==> src/rtl/scope_pkg.sv <==
// Shared types for the sampler playback path.
// Pair encoding and FSM states used by smpl_unpacker.
package scope_pkg;

    typedef enum logic {IDLE, RUN} unpk_state_t;

    localparam int PAIRS_PER_BYTE = 4;

    typedef struct packed {
        logic hi;
        logic lo;
    } smpl_pair_t;

    function automatic smpl_pair_t pick_pair(
        input logic [7:0] b,
        input logic [1:0] k
    );
        return smpl_pair_t'(b[{k, 1'b0} +: 2]);
    endfunction

endpackage

==> src/rtl/smpl_byte_buf.sv <==
// Single-entry pending byte slot with vld/rdy accept side.
// The FSM empties it through take.
module smpl_byte_buf (
    input  logic       clk,
    input  logic       rst_n,
    input  logic [7:0] byte_in,
    input  logic       byte_vld,
    output logic       byte_rdy,
    input  logic       take,
    output logic [7:0] data,
    output logic       full
);

    assign byte_rdy = !full;

    // take and accept are exclusive: take needs full, accept needs !full
    always_ff @(posedge clk or negedge rst_n) begin
        if (!rst_n) begin
            data <= '0;
            full <= 1'b0;
        end else if (take) begin
            full <= 1'b0;
        end else if (byte_vld && !full) begin
            data <= byte_in;
            full <= 1'b1;
        end
    end

endmodule

==> src/rtl/smpl_unpacker.sv <==
// Replays packed capture bytes as 4 time-ordered (High, Low) pairs,
// oldest pair first, one pair per smpl_en strobe.
module smpl_unpacker #(
    parameter logic IDLE_LOW  = 1'b0,
    parameter logic IDLE_HIGH = 1'b0
) (
    input  logic       clk,
    input  logic       rst_n,
    input  logic       run,
    input  logic       smpl_en,
    input  logic [7:0] byte_in,
    input  logic       byte_vld,
    output logic       byte_rdy,
    output logic       CH_Low_o,
    output logic       CH_High_o,
    output logic       smpl_vld,
    output logic       underrun
);
    import scope_pkg::*;

    localparam logic [1:0] LAST_IDX = 2'(PAIRS_PER_BYTE - 1);
    localparam smpl_pair_t IDLE_PAIR = '{hi: IDLE_HIGH, lo: IDLE_LOW};

    unpk_state_t state_q, state_d;
    logic [1:0]  idx_q, idx_d;
    logic [7:0]  act_q, act_d;
    smpl_pair_t  pair_q, pair_d;
    logic        vld_q, vld_d;
    logic        unr_q, unr_d;
    logic        run_q;
    logic        take;
    logic [7:0]  pend_data;
    logic        pend_full;

    smpl_byte_buf u_buf (
        .clk      (clk),
        .rst_n    (rst_n),
        .byte_in  (byte_in),
        .byte_vld (byte_vld),
        .byte_rdy (byte_rdy),
        .take     (take),
        .data     (pend_data),
        .full     (pend_full)
    );

    always_comb begin
        state_d = state_q;
        idx_d   = idx_q;
        act_d   = act_q;
        pair_d  = pair_q;
        vld_d   = 1'b0;
        unr_d   = unr_q;
        take    = 1'b0;
        if (run && !run_q) unr_d = 1'b0;
        // run low wins over any strobe; pending byte stays put
        if (!run) begin
            state_d = IDLE;
            idx_d   = '0;
            pair_d  = IDLE_PAIR;
        end else begin
            unique case (state_q)
                IDLE: begin
                    if (pend_full) begin
                        act_d   = pend_data;
                        take    = 1'b1;
                        idx_d   = '0;
                        state_d = RUN;
                    end
                end
                RUN: begin
                    if (smpl_en) begin
                        pair_d = pick_pair(act_q, idx_q);
                        vld_d  = 1'b1;
                        idx_d  = idx_q + 2'd1;
                        if (idx_q == LAST_IDX) begin
                            if (pend_full) begin
                                act_d = pend_data;
                                take  = 1'b1;
                            end else begin
                                state_d = IDLE;
                                unr_d   = 1'b1;
                            end
                        end
                    end
                end
                default: ;
            endcase
        end
    end

    always_ff @(posedge clk or negedge rst_n) begin
        if (!rst_n) begin
            state_q <= IDLE;
            idx_q   <= '0;
            act_q   <= '0;
            pair_q  <= IDLE_PAIR;
            vld_q   <= 1'b0;
            unr_q   <= 1'b0;
            run_q   <= 1'b0;
        end else begin
            state_q <= state_d;
            idx_q   <= idx_d;
            act_q   <= act_d;
            pair_q  <= pair_d;
            vld_q   <= vld_d;
            unr_q   <= unr_d;
            run_q   <= run;
        end
    end

    assign CH_High_o = pair_q.hi;
    assign CH_Low_o  = pair_q.lo;
    assign smpl_vld  = vld_q;
    assign underrun  = unr_q;

endmodule

==> config.mk <==
export PLATFORM = sky130hd
export DESIGN_NAME = smpl_unpacker
export DESIGN_NICKNAME = d
export VERILOG_FILES = /design/src/rtl/scope_pkg.sv /design/src/rtl/smpl_byte_buf.sv /design/src/rtl/smpl_unpacker.sv
export SDC_FILE = /design/constraint.sdc
export NUM_CORES = 1
export LEC_CHECK = 0
export CORE_MARGIN = 5
export CORE_UTILIZATION = 40
export DETAILED_ROUTE_END_ITERATION = 10
export PLACE_DENSITY = 0.65
export SLEW_MARGIN = 20
export SYNTH_ARGS = -nofsm -noshare
export SYNTH_HDL_FRONTEND = slang
export SYNTH_HIERARCHICAL = 1
export SYNTH_SLANG_ARGS = --single-unit
==> constraint.sdc <==
create_clock -name clk -period 2 [get_ports clk]
set_clock_uncertainty 0.1 [all_clocks]
set_input_delay 0.4 -clock clk [delete_from_list [all_inputs] [get_ports clk]]
set_output_delay 0.4 -clock clk [all_outputs]
set_load 0.02 [all_outputs]
==> out/qor.csv, run 1 <==
stage;metric;value;unit
global_route;grt_pass1_wl;2987;um
floorplanning;start_util;42.51;%
power;switching_power;357.0;uW
status;status;finished clean;
layout;num_antenna_cells;0;
floorplanning;die_x;61.78;um
routing;viasPerCell;4.698;
place;hpwlAfterDp;1353;um
synth;yosys-top-cells-area;dfrtp_1, mux2_4, mux2_2;
synth;synth_area;1072;um2
clock_network;hold_buffers;0;
floorplanning;dieArea;3816;um2
routing;drt_pre_antenna_iters;3;
worst_setup_path;r2r_end;u_buf/data[0];
global_route;grt.overflow.total;0;
layout;stdcell_area;1375;um2
clock_network;clockBufferDepth;2;
job;maxCapViolations;0;
worst_setup_path;arrival;1.98;ns
clock_network;worst_skew_pair.late_latency;0.32;ns
sta;period_needed;1.858;ns
worst_setup_path;path_class;reg -> reg;
routing;drc;0;
clock_network;cts.clk_slew.worst_paths;0.14;ns
layout;multi_input_comb_area;439.2;um2
worst_setup_path;cp-start-kind;flip-flop;
power;switching_share;26.02;%
global_route;grtUsageTotal;11.04;%
layout;layout-drive-gt1-share;34.34;%
clock_network;numCtsBuffers;3;
synth;synthCells;71;
power;power_density;997.7;nW/um2
power;p_int;1015;uW
sta;max_slew_margin;79.49;%
routing;drt_iter0_drc;14;
place;globalplace.congestion;0.7831;
layout;fillers;235;
worst_setup_path;reg2regPathDepth;6;
sta;final_hold_viol_count;0;
routing;num_vias;606;
power;p_leak;0.0006235;uW
power;clkPwrFrac;17.0;%
floorplanning;boundaryPins;18;
synth;synth_top_area_share;58.34;%
clock_network;clkSinkCount;25;
sta;slew_viol_final;0;
sta;setup_violations;0;
routing;wirelength;1684;um
clock_network;cts_setup_buffers;0;
global_route;grt_pass1_vias;668;
synth;seq_area_frac_synth;58.34;%
synth;avgSynthCellArea;15.10;um2
sta;worst_pin_slew;0.3076;ns
synth;synth_seq_cells;25;
floorplanning;core;2522;um2
sta;fmax;0.5382;GHz
worst_setup_path;crit_path_end;u_buf/data[0];
power;p_comb_share;27.9;%
worst_setup_path;rrSetupSlack;0.14;ns
floorplanning;die_h;61.78;um
worst_setup_path;r2r-start;idx_q[0];
worst_setup_path;path_max_fanout;8;
synth;synth_cell_types;18;
worst_setup_path;setup.worst_path.start;idx_q[0];
synth;synth_nets;85;
clock_network;cts_tree;yes;
sta;fin_crit_sh;92.90;%
layout;seq_area;625.6;um2
global_route;grt_start_max_net_pins;26;
synth;synth_warnings;6;
floorplanning;rows;18;
layout;syn_to_final_growth;28.24;%
sta;grt_setup_unrepaired;no;
routing;wl_per_cell;13.05;um
sta;tns;0;ns
clock_network;cts_resized;1;
place;dpl-instance-area;1345;um2
min_path;hold_path.class;in -> async;
global_route;antenna_found_initial;0;
layout;final_util;54.51;%
worst_setup_path;required;2.12;ns
power;seqPwrFrac;55.0;%
layout;fin_nets;114;
worst_setup_path;endpoint_kind;flip-flop;
place;port-buffer-count;17;
clock_network;h-tree-depth;1;
synth;synth_area_leader_cell;dfrtp_1;
power;ir_worst_vdd;0.5400;mV
routing;ant_nets;0;
clock_network;cts-root-buf;clkbuf_4;
[flip-flops by register name (all words and copies together) (netlist names)]
name / cells
CH_High_o: 1
state_q: 1
CH_Low_o: 1
act_q: 8
idx_q: 2
u_buf/data: 8
underrun: 1
u_buf/full: 1
run_q: 1
smpl_vld: 1
[cells in the final DEF (no fill, tap or decap), drive strengths merged]
master,n
dfrtp,25
clkdlybuf4s50,16
mux2,16
nand2,7
nor2,7
buf,7
clkbuf,3
inv,3
mux4,2
a21oi,2
mux2i,2
a21boi,1
o21ai,1
and3,1
nand3b,1
and2,1
a22oi,1
ha,1
dlygate4sd2,1
nor3b,1
[kinds of logic (layout without fill, tap and decap cells)]
family          Yosys count  count (layout)  synth area share (%)
compound gates            5               5                 3.851
fa+ha+maj                 1               1                 1.167
buf+inv                   2              30                0.7004
flops                    25              25                 58.34
mux                      20              20                 25.67
simple gates             18              18                 10.27
[per-layer routing]
| metal | global-route usage (%) | wire length [um] | vias to the layer above |
|---|---|---|---|
| met1 | 12.95 | 725 | 281 |
| met2 | 17.49 | 787 | 17 |
| li1 | - | - | 306 |
| met3 | 5.785 | 150 | 2 |
| met4 | 3.636 | 21 | 0 |
| met5 | 0 | 0 | - |
[cell usage after synthesis]
cell / number
a21boi_4: 1
a21oi_1: 2
mux2_2: 8
nor2_8: 1
mux2_4: 8
and2_2: 1
inv_1: 2
mux2i_1: 2
nor2_1: 6
a22oi_1: 1
nand2_1: 7
nor3b_4: 1
nand3b_1: 1
dfrtp_1: 25
o21ai_0: 1
mux4_2: 2
ha_1: 1
and3_2: 1
[metrics by stage]
stage	cells	worst slack, ns	total power [uW]	hold slack [ns]
6_report	129	0.1421	1372	0.3165
5_1_grt	129	0.03513	1464	0.3150
4_1_cts	129	0.1127	1394	0.3108
3_5_place_dp	125	-0.1100	1161	0.3528
3_3_place_gp	125	-0.08471	1146	0.3442
2_1_floorplan	71	0.06128	1030	0.004409
[worst min-delay path by stage]
stage	cells past startpoint	slack, ns	end
6_report	2	0.32	u_buf/data[2]
5_1_grt	2	0.31	idx_q[1]
4_1_cts	2	0.31	idx_q[1]
3_5_place_dp	2	0.35	underrun
3_3_place_gp	2	0.34	underrun
2_1_floorplan	0	0.004	CH_High_o
[worst max-delay path, cell delays in order (launching register included)]
cell and delay, ns:
dfrtp_1 0.41, ha_1 0.25, a21boi_4 0.23, nor2_8 0.06
nor3b_4 0.23, buf_12 0.15, mux2_2 0.32
[power groups by stage]
stage                     sequential (uW)  clock [uW]  combinational [uW]
after floorplan                       746           0                 285
after global placement                765           0                 381
after detailed placement              770           0                 391
after CTS                             759         246                 389
after global routing                  782         271                 411
final                                 755         234                 383
[layout make-up]
type	count	share of cell area [%]
inverters	2	0.5460
multi-input cells	44	31.94
repair buffers	24	17.02
clock inverters	1	0.6369
clock buffers	3	1.638
well taps	30	2.730
flip-flops and latches	25	45.50
Power figures use the tool's default switching activity.
==> run 2: changes to the inputs <==
Settings changed: CORE_MARGIN 5 to default.
==> out/qor.csv, run 2 (synthesis gave the netlist of run 1 again) <==
stage;metric;value;unit
status;status;finished clean;
floorplanning;dieArea;2892;um2
clock_network;cts_setup_buffers;0;
routing;drt_iter0_drc;4;
global_route;grtUsageTotal;14.33;%
job;maxCapViolations;0;
sta;whs;0.3312;ns
worst_setup_path;cpPeakStageDelay;0.40;ns
routing;viasPerCell;4.868;
place;hpwlAfterDp;1263;um
routing;drc;0;
layout;final_util;55.01;%
routing;num_vias;628;
sta;grt_setup_unrepaired;no;
place;pre_cts_slack;-0.1056;ns
clock_network;cts.clk_slew.worst_paths;0.13;ns
power;p_leak;0.0006292;uW
floorplanning;start_util;42.89;%
global_route;grt_pass1_vias;653;
layout;multi_input_comb_area;439.2;um2
sta;fmax;0.5337;GHz
clock_network;h-tree-depth;1;
layout;num_antenna_cells;0;
worst_setup_path;arrival;1.98;ns
sta;final_hold_viol_count;0;
layout;seq_area;626.9;um2
clock_network;numCtsBuffers;3;
power;seqPwrFrac;55.7;%
clock_network;cts-root-buf;clkbuf_4;
floorplanning;boundaryPins;18;
layout;fillers;222;
floorplanning;die_h;53.78;um
clock_network;clockBufferDepth;2;
floorplanning;core;2500;um2
place;port-buffer-count;17;
global_route;antenna_found_initial;0;
sta;fin_crit_sh;93.69;%
sta;max_slew_margin;79.02;%
layout;layout-drive-gt1-share;34.34;%
layout;syn_to_final_growth;28.24;%
sta;slew_viol_final;0;
clock_network;hold_buffers;0;
global_route;grt.overflow.total;0;
layout;final_cells;129;
worst_setup_path;path_class;reg -> reg;
worst_setup_path;required;2.11;ns
sta;tns;0;ns
layout;fin_nets;114;
sta;worst_pin_slew;0.3147;ns
sta;timing.final.ws_setup;0.1262;ns
global_route;grt_start_max_net_pins;26;
clock_network;cts_tree;yes;
worst_setup_path;cp-start-kind;flip-flop;
worst_setup_path;path_max_fanout;8;
worst_setup_path;endpoint_kind;flip-flop;
routing;wl_per_cell;12.76;um
routing;drt_pre_antenna_iters;4;
place;placed_cells;125;
routing;ant_nets;0;
clock_network;worst_skew_pair.late_latency;0.31;ns
worst_setup_path;critPathSlowestCell;dfrtp_1;
power;switching_power;341.2;uW
layout;largest_registers;act_q (8), u_buf/data (8), idx_q (2);
sta;period_needed;1.874;ns
power;power_density;985.5;nW/um2
global_route;grt_pass1_wl;2801;um
sta;setup_violations;0;
routing;wirelength;1646;um
power;p_int;1014;uW
worst_setup_path;crit_chain;ha_1 -> a21boi_4 -> nor2_8 -> nor3b_4 -> buf_12 -> mux2_2;
floorplanning;rows;18;
power;ir_worst_vdd;0.5608;mV
layout;final_cell_mix;dfrtp_1, clkdlybuf4s50_1, mux2_4, mux2_2, nand2_1;
clock_network;clkSinkCount;25;
power;clkPwrFrac;16.0;%
power;switching_share;25.18;%
floorplanning;die_x;53.78;um
layout;final_common_cell;dfrtp_1;
power;p_comb_share;28.4;%
place;globalplace.congestion;0.6985;
min_path;hold_path.class;in -> async;
==> run 2: cell types whose count changed in the layout (fill, tap and decap cells not counted) <==
cell	before	now
dlygate4sd2_1	1	0
clkbuf_1	0	1
inv_6	1	0
dfrtp_1	25	24
dlymetal6s2s_1	0	1
dfrtp_2	0	1
==> run 2: worst max-delay path: cells and delay by family, from the launching register on <==
family,cells,cell delay [ns]
adders and majority gates,1,0.24
muxes,1,0.32
buffers and inverters,1,0.15
DFF,1,0.40
AOI/OAI and AO/OA,1,0.24
and+or+nand+nor,2,0.31
==> run 2: repair_timing <==
action / 4_1_cts / 5_1_grt
endpoints found under the setup margin: 0 / 1
hold endpoints to repair: 0 / 0
gates resized for setup: 0 / 2
==> run 2: per-stage QoR <==
stage	power, uW	area [um2]
after floorplan	1030	1072
after global placement	1146	1345
after detailed placement	1161	1345
after CTS	1378	1371
after global routing	1442	1375
final	1355	1375
==> run 2: final cells by class <==
cell class                 instances  area share [%]
clock buffer                       4           1.911
inverter                           2          0.5460
multi-input combinational         44           31.94
sequential                        25           45.59
tap                               30           2.730
timing repair buffer              24           17.29
==> run 2: worst paths after layout <==
kind / start / end / slack [ns] / cells past startpoint
max: idx_q[0] / u_buf/data[0] / 0.13 / 6
min: rst_n / underrun / 0.33 / 2
max reg2reg: idx_q[0] / u_buf/data[0] / 0.13 / 6
min reg2reg: run_q / underrun / 0.38 / 2
max in group asynchronous: rst_n / u_buf/full / 1.21 / 2
min in group clk: run_q / underrun / 0.38 / 2
==> run 2: layer usage <==
| metal | vias to the layer above | global-route usage [%] | part of all wire (%) |
|---|---|---|---|
| met5 | - | 0 | 0 |
| met2 | 17 | 22.84 | 47 |
| met3 | 2 | 3.390 | 4.4 |
| li1 | 304 | - | - |
| met4 | 0 | 6.579 | 0.85 |
| met1 | 305 | 18.30 | 48 |
==> run 2: power by group through the flow <==
stage	Sequential (uW)	Clock, uW	Combinational [uW]
6_report	754	217	384
5_1_grt	776	247	419
4_1_cts	759	228	391
3_5_place_dp	769	0	393
3_3_place_gp	765	0	381
2_1_floorplan	746	0	285
==> run 3: changes to the inputs <==
Settings changed: CTS_BUF_LIST from default to sky130_fd_sc_hd__clkbuf_8 sky130_fd_sc_hd__clkbuf_16, TNS_END_PERCENT from default to 30.
==> out/qor.csv, run 3 (synthesis gave the netlist of run 1 again) <==
stage;metric;value;unit
status;status;finished clean;
clock_network;hold_buffers;0;
min_path;hold_path.class;reg -> reg;
clock_network;cts_resized;0;
global_route;grtUsageTotal;14.45;%
routing;viasPerCell;4.837;
global_route;grt_start_max_net_pins;26;
layout;final_cell_mix;dfrtp_1, clkdlybuf4s50_1, mux2_4, mux2_2, nand2_1;
sta;setup_violations;0;
sta;final_hold_viol_count;0;
floorplanning;boundaryPins;18;
min_path;min_from;run_q;
place;placed_cells;125;
place;dpl-instance-area;1345;um2
global_route;grt_pass1_vias;652;
layout;seq_area;625.6;um2
sta;whs;0.3679;ns
place;hpwlAfterDp;1263;um
clock_network;clockBufferDepth;2;
clock_network;cts.clk_slew.worst_paths;0.08;ns
floorplanning;rows;18;
floorplanning;die_x;53.78;um
worst_setup_path;cp-start-kind;flip-flop;
routing;wirelength;1660;um
clock_network;h-tree-depth;1;
routing;drt_iter0_drc;3;
floorplanning;dieArea;2892;um2
floorplanning;core;2500;um2
layout;layout-drive-gt1-share;33.33;%
clock_network;cts_tree;yes;
job;maxCapViolations;0;
power;power_density;1027;nW/um2
worst_setup_path;r2r-start;idx_q[0];
routing;drc;0;
layout;fin_nets;114;
worst_setup_path;endpoint_kind;output port;
worst_setup_path;rrSetupSlack;0.13;ns
routing;num_vias;624;
worst_setup_path;required;1.50;ns
clock_network;cts-root-buf;clkbuf_8;
worst_setup_path;r2r_end;u_buf/data[0];
worst_setup_path;path_class;reg -> out;
layout;final_cells;129;
place;port-buffer-count;17;
place;globalplace.congestion;0.6985;
power;p_leak;0.0006295;uW
clock_network;worst_skew_pair.late_latency;0.26;ns
power;ir_worst_vdd;0.6535;mV
layout;multi_input_comb_area;439.2;um2
routing;wl_per_cell;12.87;um
sta;fmax;0.5263;GHz
sta;max_slew_margin;78.71;%
floorplanning;start_util;42.89;%
sta;grt_setup_unrepaired;no;
layout;stdcell_area;1390;um2
global_route;grt_pass1_wl;2794;um
routing;drt_pre_antenna_iters;2;
clock_network;numCtsBuffers;3;
sta;period_needed;1.900;ns
layout;num_antenna_cells;0;
sta;timing.final.ws_setup;0.1000;ns
sta;worst_pin_slew;0.3193;ns
worst_setup_path;arrival;1.40;ns
worst_setup_path;path_max_fanout;7;
min_path;hold_depth;2;
place;pre_cts_slack;-0.1056;ns
global_route;grt.overflow.total;0;
floorplanning;die_h;53.78;um
layout;fillers;217;
sta;fin_crit_sh;95.00;%
clock_network;clkSinkCount;25;
global_route;antenna_found_initial;0;
sta;tns;0;ns
layout;largest_registers;act_q (8), u_buf/data (8), idx_q (2);
clock_network;cts_setup_buffers;0;
worst_setup_path;reg2regPathDepth;6;
sta;slew_viol_final;0;
min_path;hold_end;underrun;
routing;ant_nets;0;
layout;syn_to_final_growth;29.64;%
layout;final_common_cell;dfrtp_1;
==> run 3: cell types whose count changed in the layout (fill, tap and decap cells not counted) <==
cell,previous run,this run
clkbuf_4,3,0
clkbuf_8,0,3
clkbuf_1,1,0
clkdlybuf4s50_1,16,17
dfrtp_1,24,25
dfrtp_2,1,0
dlymetal6s2s_1,1,0
inv_1,2,3
==> run 3: power breakdown <==
| part | total (uW) | switching (uW) | internal, uW |
|---|---|---|---|
| registers | 756 | 90.5 | 665 |
| clock network | 286 | 149 | 137 |
| logic | 385 | 113 | 272 |
| total | 1430 | 353 | 1070 |
==> run 3: cell type report <==
cell class	count	area share [%]
sequential	25	45.00
multi-input combinational	44	31.59
timing repair buffer	24	16.92
clock buffer	3	2.970
tap	30	2.700
inverter	2	0.5401
clock inverter	1	0.2700
==> run 3: worst max path at each step <==
stage / slack, ns / depth (start not counted) / from / end
2_1_floorplan: 0.06 / 5 / idx_q[0] / u_buf/data[0]
3_3_place_gp: -0.09 / 6 / smpl_en / u_buf/data[3]
3_5_place_dp: -0.11 / 6 / smpl_en / u_buf/data[1]
4_1_cts: 0.08 / 2 / u_buf/full / byte_rdy
5_1_grt: 0.04 / 2 / u_buf/full / byte_rdy
6_report: 0.10 / 2 / u_buf/full / byte_rdy
==> run 3: critical path, cell delays in order, from the launching register on <==
cell and delay, ns:
dfrtp_1 0.46, inv_1 0.08, clkdlybuf4s50_1 0.59
==> run 3: per-stage QoR <==
| step | power [uW] | utilization, % |
|---|---|---|
| after CTS | 1452 | 55.61 |
| after global routing | 1512 | 55.61 |
| after global placement | 1146 | 53.80 |
| final | 1427 | 55.61 |
| after detailed placement | 1161 | 53.80 |
| after floorplan | 1030 | - |
==> run 3: layer usage <==
layer | GRT usage (%) | vias to the layer above | share of wire, %
met4 | 7.895 | 0 | 1.0
li1 | - | 303 | -
met2 | 22.84 | 16 | 47
met5 | 0 | - | 0
met3 | 3.390 | 4 | 4.2
met1 | 18.12 | 301 | 48
